**src/rtl/gb_cpu_sequencer.sv**
```systemverilog
// gb_cpu_sequencer: M-cycle sequencer for the Game Boy CPU core.
// Steps the decoder schedule one M-cycle at a time, handles the 0xCB prefix,
// IME with its one-instruction EI delay, HALT, and interrupt dispatch.
// Pulse outputs (instr_done, irq_ack) are registered one T-cycle ahead so they
// are high exactly during the m_tick clock; this needs TCYCLES_PER_M >= 2.
module gb_cpu_sequencer #(
    parameter int TCYCLES_PER_M = 4,
    parameter int MCYCLE_W      = 3,
    parameter int NUM_IRQ       = 5,
    parameter int ISR_LEN       = 5,
    parameter int ISR_ACK_STEP  = 2
) (
    input  logic                                  clk,
    input  logic                                  rst_n,
    input  logic                                  ir_valid,
    input  logic [7:0]                            ir_opcode,
    output logic                                  ir_ready,
    input  logic [MCYCLE_W-1:0]                   sched_len,
    input  logic                                  sched_cb,
    input  logic                                  sched_halt,
    input  logic                                  sched_ei,
    input  logic                                  sched_di,
    input  logic [NUM_IRQ-1:0]                    irq_req,
    output logic [NUM_IRQ-1:0]                    irq_ack,
    output logic [7:0]                            opcode,
    output logic                                  cb_prefix,
    output logic                                  isr_cmd,
    output logic [MCYCLE_W-1:0]                   mcycle,
    output logic [$clog2(TCYCLES_PER_M)-1:0]      tcycle,
    output logic                                  ime,
    output logic                                  halted,
    output logic                                  instr_done
);

    localparam int TC_W = $clog2(TCYCLES_PER_M);

    localparam logic [TC_W-1:0]     TC_ZERO  = {TC_W{1'b0}};
    localparam logic [TC_W-1:0]     TC_ONE   = {{(TC_W-1){1'b0}}, 1'b1};
    localparam logic [TC_W-1:0]     TC_LAST  = TC_W'(TCYCLES_PER_M - 1);
    localparam logic [TC_W-1:0]     TC_PRE   = TC_W'(TCYCLES_PER_M - 2);
    localparam logic [MCYCLE_W-1:0] MC_ZERO  = {MCYCLE_W{1'b0}};
    localparam logic [MCYCLE_W-1:0] MC_ONE   = {{(MCYCLE_W-1){1'b0}}, 1'b1};
    localparam logic [MCYCLE_W-1:0] ISR_LAST = MCYCLE_W'(ISR_LEN - 1);
    localparam logic [MCYCLE_W-1:0] ACK_STEP = MCYCLE_W'(ISR_ACK_STEP);
    localparam logic [NUM_IRQ-1:0]  IRQ_ZERO = {NUM_IRQ{1'b0}};
    localparam logic [NUM_IRQ-1:0]  IRQ_ONE  = {{(NUM_IRQ-1){1'b0}}, 1'b1};

    typedef enum logic [1:0] {
        ST_FETCH = 2'd0,
        ST_EXEC  = 2'd1,
        ST_HALT  = 2'd2,
        ST_ISR   = 2'd3
    } state_t;

    state_t               state_r;
    logic [NUM_IRQ-1:0]   irq_sel_r;
    logic                 ei_pend_r;

    logic                 m_tick_s;
    logic                 pre_tick_s;
    logic [MCYCLE_W-1:0]  len_m1_s;
    logic                 last_step_s;
    logic                 exec_last_s;
    logic                 isr_last_s;
    logic                 irq_any_s;
    logic                 take_irq_s;

    // Lowest set request bit as a one-hot vector: index 0 wins.
    function automatic logic [NUM_IRQ-1:0] lowest_onehot(input logic [NUM_IRQ-1:0] req);
        return req & (~req + IRQ_ONE);
    endfunction

    assign m_tick_s    = (tcycle == TC_LAST);
    assign pre_tick_s  = (tcycle == TC_PRE);
    assign last_step_s = (mcycle == len_m1_s);
    assign exec_last_s = (state_r == ST_EXEC) && last_step_s;
    assign isr_last_s  = (state_r == ST_ISR) && (mcycle == ISR_LAST);
    assign irq_any_s   = |irq_req;
    assign take_irq_s  = ime && irq_any_s && !sched_cb;

    // Final step index of the decoded schedule; a zero length runs as one M-cycle.
    always_comb begin
        len_m1_s = MC_ZERO;
        if (sched_len == MC_ZERO) begin
            len_m1_s = MC_ZERO;
        end else begin
            len_m1_s = sched_len - MC_ONE;
        end
    end

    // Opcode handshake: open in FETCH and in the last EXEC step when the next step is a fetch.
    always_comb begin
        ir_ready = 1'b0;
        if (!rst_n) begin
            ir_ready = 1'b0;
        end else if (state_r == ST_FETCH) begin
            ir_ready = 1'b1;
        end else begin
            ir_ready = exec_last_s && !sched_halt && !take_irq_s;
        end
    end

    // Sequencer state, T/M counters, IME/prefix tracking and registered pulses.
    always_ff @(posedge clk or negedge rst_n) begin
        if (!rst_n) begin
            state_r    <= ST_FETCH;
            irq_sel_r  <= IRQ_ZERO;
            ei_pend_r  <= 1'b0;
            tcycle     <= TC_ZERO;
            mcycle     <= MC_ZERO;
            opcode     <= 8'h00;
            cb_prefix  <= 1'b0;
            isr_cmd    <= 1'b0;
            ime        <= 1'b0;
            halted     <= 1'b0;
            instr_done <= 1'b0;
            irq_ack    <= IRQ_ZERO;
        end else begin
            instr_done <= 1'b0;
            irq_ack    <= IRQ_ZERO;
            tcycle     <= m_tick_s ? TC_ZERO : (tcycle + TC_ONE);

            // Pulses are armed one T-cycle early so they coincide with the m_tick clock.
            if (pre_tick_s) begin
                instr_done <= exec_last_s || isr_last_s;
                if ((state_r == ST_ISR) && (mcycle == ACK_STEP)) begin
                    irq_ack <= irq_sel_r;
                end
            end

            if (m_tick_s) begin
                case (state_r)
                    ST_FETCH: begin
                        if (ir_valid) begin
                            opcode  <= ir_opcode;
                            mcycle  <= MC_ZERO;
                            state_r <= ST_EXEC;
                        end
                    end
                    ST_EXEC: begin
                        if (!last_step_s) begin
                            mcycle <= mcycle + MC_ONE;
                        end else begin
                            mcycle    <= MC_ZERO;
                            cb_prefix <= sched_cb;
                            if (sched_di) begin
                                ime       <= 1'b0;
                                ei_pend_r <= 1'b0;
                            end else if (sched_ei) begin
                                ei_pend_r <= 1'b1;
                            end else if (ei_pend_r) begin
                                ime       <= 1'b1;
                                ei_pend_r <= 1'b0;
                            end
                            if (sched_halt) begin
                                halted  <= 1'b1;
                                state_r <= ST_HALT;
                            end else if (take_irq_s) begin
                                irq_sel_r <= lowest_onehot(irq_req);
                                ime       <= 1'b0;
                                isr_cmd   <= 1'b1;
                                state_r   <= ST_ISR;
                            end else if (ir_valid) begin
                                opcode  <= ir_opcode;
                                state_r <= ST_EXEC;
                            end else begin
                                state_r <= ST_FETCH;
                            end
                        end
                    end
                    ST_HALT: begin
                        // Any pending request wakes the core; IME only decides whether to dispatch.
                        if (irq_any_s) begin
                            halted <= 1'b0;
                            mcycle <= MC_ZERO;
                            if (ime) begin
                                irq_sel_r <= lowest_onehot(irq_req);
                                ime       <= 1'b0;
                                isr_cmd   <= 1'b1;
                                state_r   <= ST_ISR;
                            end else begin
                                state_r <= ST_FETCH;
                            end
                        end
                    end
                    ST_ISR: begin
                        if (mcycle == ISR_LAST) begin
                            mcycle  <= MC_ZERO;
                            isr_cmd <= 1'b0;
                            state_r <= ST_FETCH;
                        end else begin
                            mcycle <= mcycle + MC_ONE;
                        end
                    end
                    default: begin
                        state_r <= ST_FETCH;
                    end
                endcase
            end
        end
    end

endmodule

```
**config.mk**
```make
export PLATFORM = sky130hd
export DESIGN_NAME = gb_cpu_sequencer
export DESIGN_NICKNAME = d
export VERILOG_FILES = /design/src/rtl/gb_cpu_sequencer.sv
export SDC_FILE = /design/constraint.sdc
export NUM_CORES = 1
export LEC_CHECK = 0
export BUFFER_PORTS_ARGS = -buffer_cell sky130_fd_sc_hd__buf_2
export CAP_MARGIN = 20
export CORE_UTILIZATION = 55
export DETAILED_ROUTE_END_ITERATION = 8
export GPL_TIMING_DRIVEN = 0
export PLACE_DENSITY = 0.9
export SETUP_SLACK_MARGIN = 0.05
export SYNTH_ARGS = -nofsm -noshare
export SYNTH_HDL_FRONTEND = slang
export SYNTH_SLANG_ARGS = --single-unit
```
**constraint.sdc**
```tcl
create_clock -name clk -period 3.1 [get_ports clk]
set_input_delay 0.155 -clock clk [delete_from_list [all_inputs] [get_ports clk]]
set_output_delay 0.155 -clock clk [all_outputs]
set_load 0.005 [all_outputs]
```
==> results, run 1 <==
- The run finished with clean final reports.
- The count of filler cells inserted in the layout is 197.
- STA puts the critical path data required time at 3.32 ns.
- The first-pass GRT wire length is 5310 µm.
- The placer's final routability congestion estimate is 0.820.
- The routed design has 3350 µm of wire.
- The total clock buffers created by CTS is 5.
- The CTS tree is done.
- On the worst path, the slowest cell contributes a delay of 0.51 ns.
- Traced cell by cell, the critical path runs through and3b_1, nor4_1, nand2_1, a211oi_2, mux2_2.
- The clock passes through at most 2 buffers.
- Counting instances in the post-synthesis netlist gives the leading cell types as sky130_fd_sc_hd__dfrtp_1, sky130_fd_sc_hd__mux2_2, sky130_fd_sc_hd__nand2_1, sky130_fd_sc_hd__inv_1, sky130_fd_sc_hd__nor2_1.
- Setup total negative slack on the finished layout was measured at 0 ns.
- The all-layer global routing usage is 21.9%.
- The synthesized area is 1600 µm².
- The number of nets in the layout is 234.
- From bottom edge to top edge, the die measures 56.0 µm.
- Among all cell types in the netlist, the one instantiated most often is sky130_fd_sc_hd__dfrtp_1.
- The number of warning messages in the yosys log is 0.
- The core region is 2760 µm².
- The total I/O pin count is 47.
- The final worst clock skew is 0.0180 ns.
- The worst setup path is captured at a flip-flop.
- The number of H-tree levels is 2.
- The analysis attributes to cell leakage a power of 0.979 nW.
- The worst slack at placement is 0.803 ns.
- Entering global routing, the biggest net connects 33 pins.
- The number of slew-limit violations in the final report is 0.
- The worst path in the final design needs a cycle of 2.27 ns, including I/O delays and setup.
- The worst-case headroom to the max-slew limit is 54.8%.
- The power density relative to cell area is 662 nW/µm².
- The number of buffers inserted by port buffering is 46.
- At the pin with the least slew margin, the transition time is 0.678 ns.
- The final routed DRC violation total is 0.
- The placed wire-length estimate is 2520 µm.
- The startpoint type of the worst setup path is a flip-flop.
- 0 antenna diodes ended up in the layout.
- Summed over its instances, the top area cell type makes up 48.4% of the synthesized netlist area.
- After synthesis, the mean cell area works out to 10.8 µm².
- Relative to the synthesized area, the layout overhead comes to 22.5%.
- In this run the worst path has a maximum fanout of 7.
- The cell total after placement is 226.
- Across the VDD grid, the largest voltage drop is 0.653 mV.
- The clock tree root driver cell is sky130_fd_sc_hd__clkbuf_4.
- Yosys mapped a number of flops with a built-in enable equal to 0.
- The number of sinks driven by the clock tree is 31.
- The post-synthesis cell count is 149.
- The worst-skew pair later-pin latency is 0.34 ns.
- The post-synthesis net count is 179.
- The min-delay analysis places its worst path in the category primary input to flip-flop.
- The power consumption is 1.30 mW.
- The width of the die is 56.0 µm.
- The number of buffers inserted by post-CTS setup repair is 0.
- The clock input transition at the sequential cells of the worst setup and hold paths is 0.10 ns.
- In the final layout, the share of cells above drive strength 1 is 36.1%.
- The data arrival time of the worst path is 2.49 ns.
- The remaining global-route overflow is 0.
- The number of vias per cell is 5.61.
- The distinct cell type count after synthesis is 40.
- The count of cells resized by post-cts repair is 0.
- The post-synthesis async set-or-reset flop share is 100%.
- In the final routed layout, each cell accounts on average for 14.2 µm.
- The number of violations reported at the end of detailed-routing iteration 0 is 22.
- The synthesis-stage register bit count is 31.
- By area the synthesized netlist is led by sky130_fd_sc_hd__dfrtp_1, sky130_fd_sc_hd__mux2_2, sky130_fd_sc_hd__ha_1.
- The number of detailed-route iterations in the first pass is 4.
- The final count of hold timing violations was 0.
- The share of the Yosys chip area taken by registers is 48.4%.
- The row count is 19.
- The max-capacitance violation count is 0.
- The number of global-route vias before repair came to 1248.
- Setup slack closes at 0.828 ns.
- The leading register cell type out of synthesis is sky130_fd_sc_hd__dfrtp_1.
- Of the available clock period, the critical path in the final layout requires 73.3%.
- For this configuration, the core starts out at a cell density of 58.2%.
- The cell type with the largest total area after synthesis is sky130_fd_sc_hd__dfrtp_1.
- The total of endpoints with negative setup slack in the final report is 0.
- For this design, the CTS-stage hold fixing added 2 buffers.
- The die covers 3140 µm².
- The initial antenna violation count is 0.
- Setup repair after global routing left no endpoint under its margin.
- For this design, the slowest cell found on the critical path is sky130_fd_sc_hd__dfrtp_1.
- The achievable frequency is 440 MHz.
- For this block, the via count after detailed routing is 1323.
- The final cell count without fillers is 236.
- Once detail routing completed, the nets flagged for antenna violations numbered 0.
- The path type of the worst setup path is flip-flop to flip-flop.
layer usage:
metal  wire (µm)  vias up  track usage [%]
met5           0        -                0
met1        1360      623             27.3
met4          80        0             9.06
met3         209       10             6.05
li1            -      639                -
met2        1690       51             35.9
path summary, 6_finish.rpt:
path / startpoint / endpoint / slack (ns) / cells past startpoint
worst max-delay path: mcycle[1] / irq_sel_r[3] / 0.83 / 5
worst min-delay path: ir_opcode[0] / opcode[0] / 0.04 / 2
worst max register to register: mcycle[1] / irq_sel_r[3] / 0.83 / 5
worst min register to register: irq_sel_r[1] / irq_ack[1] / 0.48 / 1
max in group asynchronous: rst_n / irq_sel_r[4] / 2.27 / 2
min in group asynchronous: rst_n / ei_pend_r / 0.38 / 2
per-stage QoR:
stage                     instance area (µm²)  utilization, %  hold WS, ns
after floorplan                          1600               -       -0.141
after global placement                   1870            67.9        0.216
after detailed placement                 1870            67.9        0.229
after CTS                                1970            71.3       0.0345
after global routing                     1970            71.3       0.0415
final                                    1970            71.3       0.0407
registers in the layout, summed over array words and instances, names as in the netlist:
name	count
opcode	8
mcycle	3
irq_sel_r	5
isr_cmd	1
irq_ack	5
ime	1
tcycle	2
ei_pend_r	1
cb_prefix	1
state_r	2
halted	1
instr_done	1
final cells by class:
class | count | area (µm²) | area share (%)
Clock buffer | 7 | 65.1 | 3.31
Multi-Input combinational cell | 103 | 772 | 39.3
Clock inverter | 1 | 7.51 | 0.382
Tap cell | 31 | 38.8 | 1.97
Buffer | 2 | 7.51 | 0.382
Sequential cell | 31 | 776 | 39.5
Timing Repair Buffer | 48 | 250 | 12.7
Inverter | 13 | 48.8 | 2.48
power by group:
group | switching [mW] | total (mW) | internal, mW | leakage, nW
registers | 0.0836 | 0.591 | 0.507 | 0.400
clock network | 0.145 | 0.278 | 0.132 | 0.0375
logic | 0.223 | 0.433 | 0.210 | 0.541
critical path: cells and delay by family (launching register included):
kind	cells	cell delay (ns)
AO/OA/AOI/OAI	1	0.47
flip-flops	1	0.51
multiplexers	1	0.40
AND/OR/NAND/NOR	3	0.78
cell usage in the layout, fill, tap and decap left out, types with 3 or more instances in the layout:
cell type,instances
sky130_fd_sc_hd__nor2_1,9
sky130_fd_sc_hd__inv_1,13
sky130_fd_sc_hd__nand3_1,3
sky130_fd_sc_hd__clkbuf_4,5
sky130_fd_sc_hd__mux2_2,14
sky130_fd_sc_hd__buf_2,46
sky130_fd_sc_hd__nor2b_1,4
sky130_fd_sc_hd__nand2_1,14
sky130_fd_sc_hd__a21oi_1,5
sky130_fd_sc_hd__nor3_1,4
sky130_fd_sc_hd__ha_1,7
sky130_fd_sc_hd__nor3b_1,3
sky130_fd_sc_hd__and2_1,5
sky130_fd_sc_hd__o21ai_0,5
sky130_fd_sc_hd__dfrtp_1,31
cells by family (layout without fill, tap and decap cells):
kind of cell,after synthesis,after routing,synth area share (%)
and+or+nand+nor,52,52,18.2
DFF,31,31,48.4
AOI/OAI and AO/OA,28,28,13.4
muxes,15,15,10.5
buffers and inverters,15,71,3.51
adders and majority gates,7,7,5.46
xor gates and xnor gates,1,1,0.546
Power figures use the tool's default switching activity.
==> inputs of run 2 (changes only) <==
--- a/config.mk
+++ b/config.mk
@@ -7,10 +7,10 @@
 export LEC_CHECK = 0
 export BUFFER_PORTS_ARGS = -buffer_cell sky130_fd_sc_hd__buf_2
 export CAP_MARGIN = 20
-export CORE_UTILIZATION = 55
+export CORE_UTILIZATION = 51
 export DETAILED_ROUTE_END_ITERATION = 8
 export GPL_TIMING_DRIVEN = 0
-export PLACE_DENSITY = 0.9
+export PLACE_DENSITY = 0.85
 export SETUP_SLACK_MARGIN = 0.05
 export SYNTH_ARGS = -nofsm -noshare
 export SYNTH_HDL_FRONTEND = slang
==> constraint.sdc (replaced) <==
create_clock -name clk -period 2.3 [get_ports clk]
set_input_delay 0.115 -clock clk [delete_from_list [all_inputs] [get_ports clk]]
set_output_delay 0.115 -clock clk [all_outputs]
set_load 0.005 [all_outputs]
==> results, run 2 (synthesized netlist as in run 1, its figures left out) <==
- The flow ran to the end, and the final reports show no timing, DRC or antenna violations.
- The number of global-route vias before repair came to 1310.
- Of the total power, registers draw 44.7%.
- The remaining global-route overflow is 0.
- The post-route setup TNS is 0 ns.
- Setup violations remaining at the end of the flow were counted as 0.
- The initial utilization of the core area, before any placement, comes to 55.8%.
- Excluding fillers, the count of instances in the completed layout stands at 246.
- In the finished design, the share of the clock period the worst path needs comes to 93.9%.
- The switching power is 0.598 mW.
- Clock-pin slew was measured on the worst setup and hold paths at 0.09 ns.
- Summed over all cells, the static leakage comes to 0.981 nW.
- The worst-case headroom to the max-slew limit is 53.1%.
- In this run the tool buffered the top-level ports with 46 buffer cells.
- The clock reaches the later pin of the worst-skew pair after 0.32 ns.
- The endpoint identified for the worst register-to-register timing path is irq_sel_r[2].
- Setup repair after global routing left no endpoint under its margin.
- Final hold analysis gives a worst-case slack of 0.0184 ns.
- The row count is 19.
- Along the worst path, the maximum fanout reaches 7.
- The cell total after placement is 237.
- Summed over all layers, the routed wires come to 3560 µm.
- The final count of hold timing violations is 0.
- The worst-case setup margin in the final layout is 0.140 ns.
- Cell internal power was estimated by the tool at 1.19 mW.
- The type of the tightest min-delay check is primary input to flip-flop.
- The total clock buffers created by CTS is 5.
- The clock network accounts for 21.9% of the total power.
- The count of filler cells inserted in the layout is 218.
- Relative to the synthesized area, the layout overhead comes to 24.2%.
- The final worst clock skew is 0.0103 ns.
- Data arrives at the worst endpoint at 2.37 ns.
- At the pin with the least slew margin, the transition time is 0.704 ns.
- The worst-case vdd ir drop is 0.466 mV.
- Of the cells placed in the final design, the portion with a size suffix greater than 1 is 35.8%.
- The initial antenna violation count is 0.
- The design area is 1990 µm².
- The worst hold path terminates at opcode[4].
- After floorplanning, the core was sized to cover 2880 µm².
- The power density relative to cell area is 900 nW/µm².
- In the final layout, the registers with the most flip-flops are opcode (8), irq_ack (5), irq_sel_r (5).
- The diode insertion count for antenna repair is 0.
- Measured along the x axis, the die boundary spans 58.1 µm.
- The register with the most flip-flops is opcode.
- The category of the worst setup path capture point is a flip-flop.
- The clock tree root driver cell is sky130_fd_sc_hd__clkbuf_4.
- Max-cap violations in this run came to 0.
- The flip-flop count of the largest register, all copies and words added is 8.
- In this run, the combinational gates consume 33.4% of the power.
- The CTS tree is done.
- The number of stages on the worst hold path is 2.
- Across every metal layer, demand over resource in global routing totals 23.4%.
- The final critical-path required period is 2.16 ns.
- The path type of the worst setup path is flip-flop to flip-flop.
- After detailed routing, the average wire length per cell comes to 14.5 µm.
- The total I/O pin count is 47.
- In the layout the commonest cells are sky130_fd_sc_hd__buf_2, sky130_fd_sc_hd__dfrtp_1, sky130_fd_sc_hd__nand2_1, sky130_fd_sc_hd__mux2_2, sky130_fd_sc_hd__inv_1.
- STA classifies the critical path startpoint as a flip-flop.
- For this design, the sink count on the clock tree is 31.
- Data on the critical path is required at its endpoint by 2.51 ns.
- The worst register-to-register path has a setup slack of 0.14 ns.
- The first-pass GRT wire length is 5800 µm.
- The floorplan step set the die height to 58.1 µm.
- Entering global routing, the biggest net connects 33 pins.
- The beginning of the worst hold path is ir_opcode[4].
- The switching share of power is 33.3%.
- The number of vias per cell is 5.39.
- The area after detailed placement is 1890 µm².
- For this run, design rule violations remaining after detail routing come to 0.
- Once the clock tree was built, the setup fixing pass inserted 0 buffers.
- At the placement stage, the worst setup path has a slack of -0.0258 ns.
- Leaving out fill and tap cells, the most frequent cell in the layout is sky130_fd_sc_hd__buf_2.
- The deepest clock path buffer count is 2.
- The total area of multi-input combinational cells is 786 µm².
- The final layout contains 234 nets.
- The path depth of the worst reg2reg path is 5.
- The first routing iteration left 67 violations.
- The count of nets left with antenna violations once routing finished came out at 0.
- The die covers 3370 µm².
- The number of slew-limit violations in the final report is 0.
- The number of detailed-route iterations in the first pass is 4.
- Routability-driven placement finished with a final weighted congestion of 0.876.
- The final route contains 1326 vias.
- The wire-length estimate of the detail-placed layout is 2640 µm.
- The worst register-to-register path begins at mcycle[1].
- In the final layout, flip-flops and latches occupy 776 µm².
- The achievable frequency is 463 MHz.
- In this run the number of H-tree levels came out at 2.
-- run 2: cell count changes in the layout (fill, tap and decap cells not counted), sizes merged --
cell,delta
clkbuf,-1
clkinvlp,-1
bufinv,+1
-- run 2: layout make-up --
cell class | count | area share [%]
buffer | 2 | 0.377
clock inverter | 1 | 1.51
sequential | 31 | 38.9
tap | 42 | 2.64
multi-input combinational | 103 | 39.4
clock buffer | 6 | 2.07
inverter | 13 | 2.45
timing repair buffer | 48 | 12.6
-- run 2: what timing repair did --
action / 4_1_cts / 5_1_grt
resized for setup: 1 / 1
endpoints found under the setup margin: 11 / 14
hold buffers: 2 / 0
cloned: 0 / 0
pin swaps: 1 / 0
endpoints found under the hold margin: 32 / 0
-- run 2: worst max-delay path: stages, from the launching register on --
cell,delay (ns)
sky130_fd_sc_hd__dfrtp_1,0.51
sky130_fd_sc_hd__and3b_1,0.25
sky130_fd_sc_hd__nor4_2,0.32
sky130_fd_sc_hd__nand2_1,0.16
sky130_fd_sc_hd__a211oi_4,0.42
sky130_fd_sc_hd__mux2_2,0.39
-- run 2: metrics by stage --
step / util (%) / power (mW)
2_1_floorplan: - / 1.15
3_3_place_gp: 65.6 / 1.36
3_5_place_dp: 65.6 / 1.40
4_1_cts: 69.0 / 1.81
5_1_grt: 69.2 / 1.91
6_report: 69.2 / 1.79
-- run 2: metal layers --
metal  GRT usage (%)  vias up  share of wire (%)  wire length (µm)
met5               0        -                  0                 0
met2            40.9       64                 50              1790
met1            26.7      624                 41              1450
li1                -      632                  -                 -
met3            7.81        6                7.2               256
met4            8.16        0                1.5                54
-- run 2: how the worst max path moves through the flow --
stage / start / end / slack (ns) / cells past startpoint
2_1_floorplan: mcycle[1] / opcode[1] / 0.30 / 5
3_3_place_gp: sched_len[1] / irq_sel_r[3] / 0.06 / 9
3_5_place_dp: sched_len[0] / irq_sel_r[2] / -0.03 / 9
4_1_cts: mcycle[1] / irq_sel_r[2] / 0.06 / 5
5_1_grt: mcycle[1] / mcycle[0] / 0.08 / 5
6_report: mcycle[1] / irq_sel_r[2] / 0.14 / 5
-- run 2: power by group through the flow --
stage	clock network (mW)	registers [mW]	logic, mW
after floorplan	0	0.802	0.347
after global placement	0	0.796	0.561
after detailed placement	0	0.813	0.586
after CTS	0.407	0.802	0.599
after global routing	0.423	0.820	0.668
final	0.392	0.802	0.599
==> inputs of run 3 (changes only) <==
--- a/config.mk
+++ b/config.mk
@@ -7,10 +7,10 @@
 export LEC_CHECK = 0
 export BUFFER_PORTS_ARGS = -buffer_cell sky130_fd_sc_hd__buf_2
 export CAP_MARGIN = 20
-export CORE_UTILIZATION = 51
+export CORE_UTILIZATION = 40
 export DETAILED_ROUTE_END_ITERATION = 8
 export GPL_TIMING_DRIVEN = 0
-export PLACE_DENSITY = 0.85
+export PLACE_DENSITY = 0.7
 export SETUP_SLACK_MARGIN = 0.05
 export SYNTH_ARGS = -nofsm -noshare
 export SYNTH_HDL_FRONTEND = slang
==> results, run 3 (synthesized netlist as in run 1, its figures left out) <==
- The die is 65.3 µm wide.
- The peak-usage layer in the global routing report is met2.
- The final cell count without fillers is 253.
- Buffers inserted during clock tree synthesis total 5.
- The clock network fraction of design power is 28.6%.
- The die covers 4270 µm².
- The max-capacitance violation count is 0.
- The path class of the tightest hold or removal check is primary input to flip-flop.
- Summed over all nets, the switching power comes to 0.611 mW.
- The cell total after placement is 243.
- The power consumption is 1.93 mW.
- The post-route setup TNS is 0 ns.
- Setup repair after global routing could not meet its margin everywhere.
- VDD sags by at most 0.313 mV.
- The wire length after detailed routing is 3220 µm.
- For the pin with the worst max-slew slack, the measured transition is 0.700 ns.
- For met2 alone, demand over resource in global routing was 26.7%.
- The worst-case headroom to the max-slew limit is 53.4%.
- The clock tree synthesis step divided the H-tree into 2 levels.
- Ranked by flip-flop count, first place goes to opcode.
- The clock input transition at the sequential cells of the worst setup and hold paths is 0.06 ns.
- The remaining global-route overflow is 0.
- The first-pass GRT wire length is 5360 µm.
- The count of vias placed by the detailed router is 1285.
- In the final layout, the share of cells above drive strength 1 is 37.1%.
- The achievable frequency is 480 MHz.
- The fraction of power consumed by combinational cells is 30.1%.
- Clock latency on the worst-skew pair, taken at its later pin, is 0.28 ns.
- Clock tree synthesis selected as its root buffer the cell sky130_fd_sc_hd__clkbuf_8.
- After the first detailed-routing iteration, the DRC count stood at 38.
- After detailed routing, the average wire length per cell comes to 12.7 µm.
- The final routed DRC violation total is 0.
- Across the routed clock network, the largest skew measured is 0.00606 ns.
- Across every metal layer, demand over resource in global routing totals 16.9%.
- OpenSTA, run right after detailed placement, puts the worst setup slack at -0.0203 ns.
- The number of sinks driven by the clock tree is 31.
- The initial antenna violation count is 0.
- The flip-flop count of the largest register, all copies and words added is 8.
- The run finished with clean final reports.
- At the end of the flow, the number of nets in the layout was 234.
- Across all register-to-register paths, the minimum setup slack is 0.22 ns.
- The fraction of met3 tracks used by global routing is 3.82%.
- The path type of the worst setup path is flip-flop to flip-flop.
- The clock passes through at most 2 buffers.
- The core area is 3740 µm².
- The area after detailed placement is 1890 µm².
- The routing usage on met1 is 21.7%.
- 47 I/O pins were placed.
- Before antenna repair, the detailed router went through 4 iterations.
- During placement, the flow inserted port buffers numbering 46.
- TritonCTS built the clock tree.
- The design area is 2040 µm².
- The final count of hold timing violations was 0.
- Entering global routing, the biggest net connects 33 pins.
- The worst-case setup margin in the final layout is 0.217 ns.
- Once detail routing completed, the nets flagged for antenna violations numbered 0.
- The total of endpoints with negative setup slack in the final report is 0.
- The data arrival time of the worst path is 2.25 ns.
- The switching share of power is 31.6%.
- The diode insertion count for antenna repair is 0.
- The number of global-route vias before repair was 1199.
- Data on the critical path is required at its endpoint by 2.46 ns.
- The number of slew-limit violations in the final report came to 0.
- In this run the vertical extent of the chip is 65.3 µm.
- The category of the worst setup path capture point is a flip-flop.
- The wire-length estimate of the detail-placed layout is 2290 µm.
- The initialized floorplan defines 22 standard-cell rows.
- The maximum fanout count along the critical path is 7.
- The most common cell after layout, fill and taps aside is sky130_fd_sc_hd__buf_2.
- The startpoint type of the worst setup path is a flip-flop.
- The final critical-path required period is 2.08 ns.
- Summed over all cells, the static leakage comes to 1.01 nW.
- Using the TritonRoute via totals, the vias-per-cell ratio works out to 5.08.
- The post-route clock period utilization is 90.6%.
- The placer's final routability congestion estimate is 0.859.
- The largest single stage delay on the critical path is 0.49 ns.
- In the layout the commonest cells are sky130_fd_sc_hd__buf_2, sky130_fd_sc_hd__dfrtp_1, sky130_fd_sc_hd__nand2_1, sky130_fd_sc_hd__mux2_2, sky130_fd_sc_hd__inv_1.
- Internal power comes to 1.32 mW.
- In the final layout, the registers with the most flip-flops are opcode (8), irq_ack (5), irq_sel_r (5).
- Among all stages on the critical path, the largest delay is contributed by sky130_fd_sc_hd__dfrtp_1.
- The initial utilization of the core area, before any placement, comes to 42.8%.
- The power density relative to cell area is 945 nW/µm².
- The critical path goes through and3b_1, nor4_2, nand2_1, a211oi_4, buf_4, mux2_2.
- Of the total power, registers draw 41.2%.
- The area growth from synthesis to layout is 27.4%.
-- run 3: cell types whose count changed in the layout (fill, tap and decap cells not counted), sizes merged --
cell | before | now
buf | 46 | 47
dlygate4sd3 | 2 | 1
clkinv | 0 | 1
-- run 3: worst paths after layout --
path | startpoint | to | cells after the start
worst max-delay path | mcycle[1] | irq_sel_r[4] | 6
worst min-delay path | sched_di | ei_pend_r | 2
worst max register to register | mcycle[1] | irq_sel_r[4] | 6
worst min register to register | irq_sel_r[0] | irq_ack[0] | 1
max in group asynchronous | rst_n | ei_pend_r | 2
min in group asynchronous | rst_n | isr_cmd | 2
-- run 3: metal layers --
| metal | wire length [µm] | share of wire (%) | vias to the layer above |
|---|---|---|---|
| li1 | - | - | 632 |
| met1 | 1470 | 46 | 611 |
| met2 | 1540 | 48 | 36 |
| met3 | 158 | 4.9 | 6 |
| met4 | 54 | 1.7 | 0 |
| met5 | 0 | 0 | - |
-- run 3: area by class of cell --
cell class / instances / area, µm²
plain buffers: 2 / 7.51
clock buffers: 6 / 82.6
clock inverters: 2 / 35.0
fillers: 370 / 1700
inverters: 13 / 48.8
multi-input cells: 103 / 786
flip-flops and latches: 31 / 776
well taps: 48 / 60.1
repair buffers: 48 / 248
-- run 3: stage by stage --
stage	hold WS (ns)	util, %
2_1_floorplan	-0.181	-
3_3_place_gp	0.210	50.6
3_5_place_dp	0.213	50.6
4_1_cts	0.0301	54.2
5_1_grt	0.0337	54.6
6_report	0.0327	54.6
-- run 3: power groups by stage --
stage	Clock (mW)	Sequential (mW)	Combinational [mW]
final	0.553	0.796	0.582
after floorplan	0	0.802	0.347
after detailed placement	0	0.807	0.572
after global routing	0.587	0.820	0.656
after CTS	0.564	0.796	0.584
after global placement	0	0.802	0.564
-- run 3: timing repair --
action,in CTS,in global routing
pin swaps,0,2
endpoints found under the hold margin,31,0
gates cloned,0,0
hold buffers,1,0
gates resized for setup,1,1
setup endpoints to repair,5,14
buffers inserted,0,1
-- run 3: worst max-delay path: cells and delay by family, from the launching register on --
kind | cells | cell delay, ns
DFF | 1 | 0.49
muxes | 1 | 0.34
and+or+nand+nor | 3 | 0.69
buffers and inverters | 1 | 0.19
AOI/OAI and AO/OA | 1 | 0.25
